## config.mk

```make
export PLATFORM = sky130hd
export DESIGN_NAME = core_fetch
export DESIGN_NICKNAME = d
export VERILOG_FILES = /design/src/rtl/core_fetch.sv
export SDC_FILE = /design/constraint.sdc
export NUM_CORES = 1
export LEC_CHECK = 0
export ABC_AREA = 1
export BUFFER_PORTS_ARGS = -buffer_cell sky130_fd_sc_hd__buf_4
export CORE_ASPECT_RATIO = 1.75
export CORE_UTILIZATION = 30
export DETAILED_ROUTE_END_ITERATION = 16
export PLACE_DENSITY = 0.54
export RECOVER_POWER = 50
export SETUP_SLACK_MARGIN = 0.02
export SLEW_MARGIN = 25
export SYNTH_ARGS = -nofsm -noshare
export SYNTH_HDL_FRONTEND = slang
export SYNTH_SLANG_ARGS = --single-unit
```

## constraint.sdc

```tcl
create_clock -name clk_i -period 5.4 [get_ports clk_i]
set_input_delay 0.27 -clock clk_i [delete_from_list [all_inputs] [get_ports clk_i]]
set_output_delay 0.27 -clock clk_i [all_outputs]
set_load 0.02 [all_outputs]
```

## src/rtl/core_fetch.sv

```systemverilog
// Instruction fetch front end: issues word-aligned fetches under a credit limit, tracks
// in-flight responses, drops stale ones after a redirect, and buffers instructions for decode.
`timescale 1ns/1ps

module core_fetch #(
   parameter logic [31:0] RESET_PC = 32'h8000_0000,
   parameter int          DEPTH    = 2
) (
   input  logic        clk_i,
   input  logic        rst_i,
   input  logic        redirect_valid_i,
   input  logic [31:0] redirect_pc_i,
   output logic        imem_req_valid_o,
   input  logic        imem_req_ready_i,
   output logic [31:0] imem_addr_o,
   input  logic        imem_rsp_valid_i,
   input  logic [31:0] imem_rsp_data_i,
   input  logic        imem_rsp_err_i,
   output logic        fd_valid_o,
   input  logic        fd_ready_i,
   output logic [31:0] fd_instr_o,
   output logic [31:0] fd_pc_o,
   output logic        fd_fault_o
);

   localparam int              PW       = (DEPTH > 1) ? $clog2(DEPTH) : 1;
   localparam int              CW       = $clog2(DEPTH + 1);
   localparam logic [CW:0]     DEPTH_W  = (CW + 1)'(DEPTH);
   localparam logic [PW-1:0]   LAST_PTR = PW'(DEPTH - 1);
   localparam logic [31:0]     NOP_INSTR = 32'h0000_0013;

   logic [31:0]   fetch_pc_reg, fetch_pc_next;
   logic [31:0]   rsp_pc_reg, rsp_pc_next;
   logic [CW-1:0] outstanding_reg, outstanding_next;
   logic [CW-1:0] discard_reg, discard_next;
   logic [CW-1:0] count_reg, count_next;
   logic [PW-1:0] rd_ptr_reg, rd_ptr_next;
   logic [PW-1:0] wr_ptr_reg, wr_ptr_next;

   logic [31:0] instr_mem [DEPTH];
   logic [31:0] pc_mem    [DEPTH];
   logic        fault_mem [DEPTH];

   logic        credit;
   logic        req_valid;
   logic        req_fire;
   logic        rsp_fire;
   logic        push;
   logic        pop;
   logic        fifo_nonempty;
   logic [31:0] redirect_target;
   logic [31:0] push_instr;
   logic        unused_bits;

   function automatic logic [PW-1:0] ptr_inc(input logic [PW-1:0] p);
      return (p == LAST_PTR) ? '0 : p + PW'(1);
   endfunction

   assign redirect_target = {redirect_pc_i[31:2], 2'b00};
   assign unused_bits     = ^redirect_pc_i[1:0];

   // Credit deliberately ignores a same-cycle pop so the request path stays short.
   assign credit        = ({1'b0, outstanding_reg} + {1'b0, count_reg}) < DEPTH_W;
   assign req_valid     = ~rst_i & credit & ~redirect_valid_i;
   assign req_fire      = req_valid & imem_req_ready_i;
   assign fifo_nonempty = (count_reg != '0);

   // A response with nothing outstanding cannot belong to any request and is ignored.
   assign rsp_fire   = imem_rsp_valid_i & (outstanding_reg != '0);
   assign push       = rsp_fire & (discard_reg == '0) & ~redirect_valid_i;
   assign pop        = fifo_nonempty & fd_ready_i & ~redirect_valid_i;
   assign push_instr = imem_rsp_err_i ? NOP_INSTR : imem_rsp_data_i;

   always_comb begin
      fetch_pc_next    = fetch_pc_reg;
      rsp_pc_next      = rsp_pc_reg;
      outstanding_next = outstanding_reg + CW'(req_fire) - CW'(rsp_fire);
      discard_next     = discard_reg;
      count_next       = count_reg;
      rd_ptr_next      = rd_ptr_reg;
      wr_ptr_next      = wr_ptr_reg;

      if (redirect_valid_i) begin
         // Everything still in flight belongs to the old path; discard it as it returns.
         fetch_pc_next = redirect_target;
         rsp_pc_next   = redirect_target;
         discard_next  = outstanding_reg - CW'(rsp_fire);
         count_next    = '0;
         rd_ptr_next   = wr_ptr_reg;
      end else begin
         if (req_fire) begin
            fetch_pc_next = fetch_pc_reg + 32'd4;
         end
         if (rsp_fire && (discard_reg != '0)) begin
            discard_next = discard_reg - CW'(1);
         end
         if (push) begin
            rsp_pc_next = rsp_pc_reg + 32'd4;
            wr_ptr_next = ptr_inc(wr_ptr_reg);
         end
         if (pop) begin
            rd_ptr_next = ptr_inc(rd_ptr_reg);
         end
         count_next = count_reg + CW'(push) - CW'(pop);
      end
   end

   always_ff @(posedge clk_i or posedge rst_i) begin
      if (rst_i) begin
         fetch_pc_reg    <= RESET_PC;
         rsp_pc_reg      <= RESET_PC;
         outstanding_reg <= '0;
         discard_reg     <= '0;
         count_reg       <= '0;
         rd_ptr_reg      <= '0;
         wr_ptr_reg      <= '0;
      end else begin
         fetch_pc_reg    <= fetch_pc_next;
         rsp_pc_reg      <= rsp_pc_next;
         outstanding_reg <= outstanding_next;
         discard_reg     <= discard_next;
         count_reg       <= count_next;
         rd_ptr_reg      <= rd_ptr_next;
         wr_ptr_reg      <= wr_ptr_next;
      end
   end

   // Entry storage needs no reset: occupancy is tracked by count_reg alone.
   always_ff @(posedge clk_i) begin
      if (push) begin
         instr_mem[wr_ptr_reg] <= push_instr;
         pc_mem[wr_ptr_reg]    <= rsp_pc_reg;
         fault_mem[wr_ptr_reg] <= imem_rsp_err_i;
      end
   end

   assign imem_req_valid_o = req_valid;
   assign imem_addr_o      = fetch_pc_reg;

   assign fd_valid_o = fifo_nonempty;
   assign fd_instr_o = fifo_nonempty ? instr_mem[rd_ptr_reg] : 32'h0;
   assign fd_pc_o    = fifo_nonempty ? pc_mem[rd_ptr_reg]    : 32'h0;
   assign fd_fault_o = fifo_nonempty & fault_mem[rd_ptr_reg];

endmodule

```

==> results by stage <==
Timing:
- The final clock skew is 0.00874 ns.
- Headroom to the max-slew limit came out at -11.1%.
- The total count of hold-check failures in the final report is 0.
- Setup violations remaining at the end of the flow were counted as 0.
- The final number of max-transition violations is 35.
- Derived from the worst setup path, the maximum achievable clock frequency is 0.329 GHz.
- The worst path uses 56.3% of the clock period.
- Setup total negative slack on the finished layout was measured at 0 ns.
- The minimum hold slack is just over 0.05 ns.
- Setup repair after global routing left no endpoint under its margin.
- The slew at the pin closest to its max-slew limit is about 1.7 ns.
- The minimum period implied by the final worst setup slack is around 3.0 ns.

Clocking:
- The later pin in the worst-skew pair is clocked with a latency of roughly 0.45 ns.
- Once the clock tree was built, the setup fixing pass inserted 0 buffers.
- The library cell used as clock root buffer is clkbuf_16.
- Clock tree synthesis inserted a total of 17 buffers.
- The number of buffers between clock root and the deepest sink is 2.
- CTS built an H-tree with a depth of 4.
- After clock tree synthesis, the clock-pin slew on the worst setup and hold paths is approximately 0.07 ns.
- Counting every sink on the clock net gives 194.
- TritonCTS built the clock tree.
- Buffers inserted to repair hold after CTS numbered 1.
- The post-cts gate resize count is 0.

Die:
- After floorplanning, the core was sized to cover 0.0316 mm2.
- The die covers 0.0331 mm2.
- In this run the horizontal extent of the chip is 138 um.
- The floorplan die height is roughly 240 um.
- The initialized floorplan defines 86 standard-cell rows.
- For this configuration, the core starts out at a cell density of 30.7%.
- Pin placement for this block handled 170 I/O pins.

Cells and area:
- In the final layout, the registers with the most flip-flops are instr_mem x64, pc_mem x60.
- The fraction of final layout cells with drive strength greater than 1 is 16.4%.
- The layout-stage area growth over the synthesis result is 21.5%.
- The antenna diode count is 0.
- The net count of the finished layout is 1348.
- The register ranked first by flip-flop count is instr_mem.
- The number of flip-flops in the largest register is between 60 and 70.

Yosys:
- Of the post-synthesis cell area, the dominant cell type holds 39.0%.
- Averaged over all synthesized cells, the footprint is 8.68 um2.
- During synthesis, Yosys emitted a total of 0 warnings.
- Counting flops and latches in the post-synthesis netlist gives 194.
- Sorting the synthesized cells by area gives the leading types as edfxtp_1, dfrtp_1, nand2_1.
- In the synthesized netlist the dominant register cell turns out to be edfxtp_1.
- In this run, distinct cell masters in the synthesized netlist total 43.
- The number of enable-type register cells in the synthesized netlist is 126.
- In the synthesized netlist the async set-or-reset flop fraction comes to 35.1%.
- Counting instances in the post-synthesis netlist gives the leading cell types as nand2_1, nor2_1, edfxtp_1, a21oi_1, inv_1.
- The cell with the most instances after synthesis is nand2_1.
- Sequential cells were found to cover 56.6% of the synthesized design area.
- Synthesis handed over a netlist of 1118 instances.
- The cell area after synthesis is 0.00970 mm2.
- The biggest area consumer among synthesized cells is edfxtp_1.

Critical path:
- The classification of the worst setup path is reg -> reg.
- The data required time at the worst endpoint is 5.48 ns.
- The worst setup path is launched from a flip-flop.
- The worst setup path is captured at a flip-flop.
- The arrival time reported for the critical path endpoint is 3.12 ns.
- Across all register-to-register paths, the minimum setup slack is 2.36 ns.
- Along the worst path, the maximum fanout reaches 34.

Run status:
- The run finished, with violations left.
- The final reports fail on capacitance limit, slew limit.

Routing:
- The final wirelength is 27200 um.
- Dividing the detail-routed wire length by the instance count gives around 16 um.
- The count of nets left with antenna violations once routing finished came out at 0.
- The length of the first detailed-routing pass in iterations is 5.
- Detailed routing inserted a total of 7942 vias.
- The via-per-instance ratio is 4.74.
- After the first detailed-routing iteration, the DRC count stood at 445.
- For this run, design rule violations remaining after detail routing come to 0.

GRT:
- The via count of the first global-routing pass is 7643.
- The first global-routing pass estimated between 40000 and 50000 um of wire.
- The initial antenna violation count is 0.
- The total overflow left after global routing is 0.
- For this run, the total global-route usage over all layers was measured as 17.0%.
- Entering global routing, the biggest net connects 67 pins.

Placement:
- The placed wire-length estimate is 19300 um.
- Input and output buffers added on the ports amount to 163.
- At the end of routability-driven placement, the weighted congestion stood at around 0.95.

Hold path:
- The class of the worst hold path is in -> reg.

Power:
- The leakage power of the design is 0.00500 uW.
- The highest ir drop seen on vdd is between 200 and 300 uV.
- The cell area power density is around 400 mW/mm2.
- The overall power consumption is 4610 uW.

Flow run:
- The max-capacitance violation count is 1.
## power by group
part | internal, uW | leakage [uW] | total, uW | switching, uW
Sequential | 1810 | 0.00196 | 1990 | 183
Combinational | 445 | 0.00277 | 1380 | 933
Clock | 693 | 0.000280 | 1250 | 554
Total | 2940 | 0.00500 | 4610 | 1670
## metal layers
layer | GRT usage [%] | part of all wire (%) | vias up
met3 | 2.99 | 3.6 | 38
met2 | 31.1 | 54 | 180
met1 | 18.9 | 39 | 3772
met4 | 6.75 | 2.6 | 0
met5 | 0 | 0 | -
li1 | - | - | 3952
## cell families after synthesis
logic type,synth area share (%)
and+or+nand+nor,26.4
DFF,56.6
AOI/OAI and AO/OA,8.51
buffers and inverters,6.50
adders and majority gates,1.24
xor gates and xnor gates,0.722
other,0.0387
## critical path, stage by stage, from the launching register on
cell      delay [ns]
dfrtp_1         0.44
o21ai_0         0.15
clkinv_1        0.11
nand2_1         0.15
nor2_1          0.29
inv_1           0.18
nor2_4          0.75
buf_4           0.57
## per-stage QoR
step,instances,utilization (%),area [um2],setup slack [ns]
after floorplan,1121,-,9710,1.30
after global placement,1642,35.7,11300,2.41
after detailed placement,1642,35.7,11300,2.39
after CTS,1675,37.5,11900,2.36
after global routing,1677,37.3,11800,2.08
final,1677,37.3,11800,2.36
## layout make-up
cell class                 instances  area, um2
multi-input combinational        774       3610
clock buffer                      22        454
sequential                       194       5490
clock inverter                    10        110
tap                              396        495
timing repair buffer             172       1220
inverter                         109        414
fill                            3309      19800
## final timing paths
kind                                        end  cells after the start                from
worst max-delay path            instr_mem[0][7]                      7  outstanding_reg[1]
worst min-delay path            imem_addr_o[21]                      3   redirect_pc_i[21]
worst max register to register  instr_mem[0][7]                      7  outstanding_reg[1]
worst min register to register     pc_mem[0][2]                      0       rsp_pc_reg[2]
max in group asynchronous        rsp_pc_reg[31]                      5               rst_i
min in group asynchronous          count_reg[1]                      3               rst_i
## placed cells by master (no fill, tap or decap), types with 10 or more instances in the layout
cell type,count
nand2_1,343
nand3_1,79
clkbuf_16,17
inv_1,102
dfrtp_1,65
o211ai_1,10
a21oi_1,102
o21ai_0,23
nor2_1,124
buf_4,137
nor2_4,10
clkbuf_1,35
edfxtp_1,126
No activity file was read; power rests on OpenSTA's default activity.
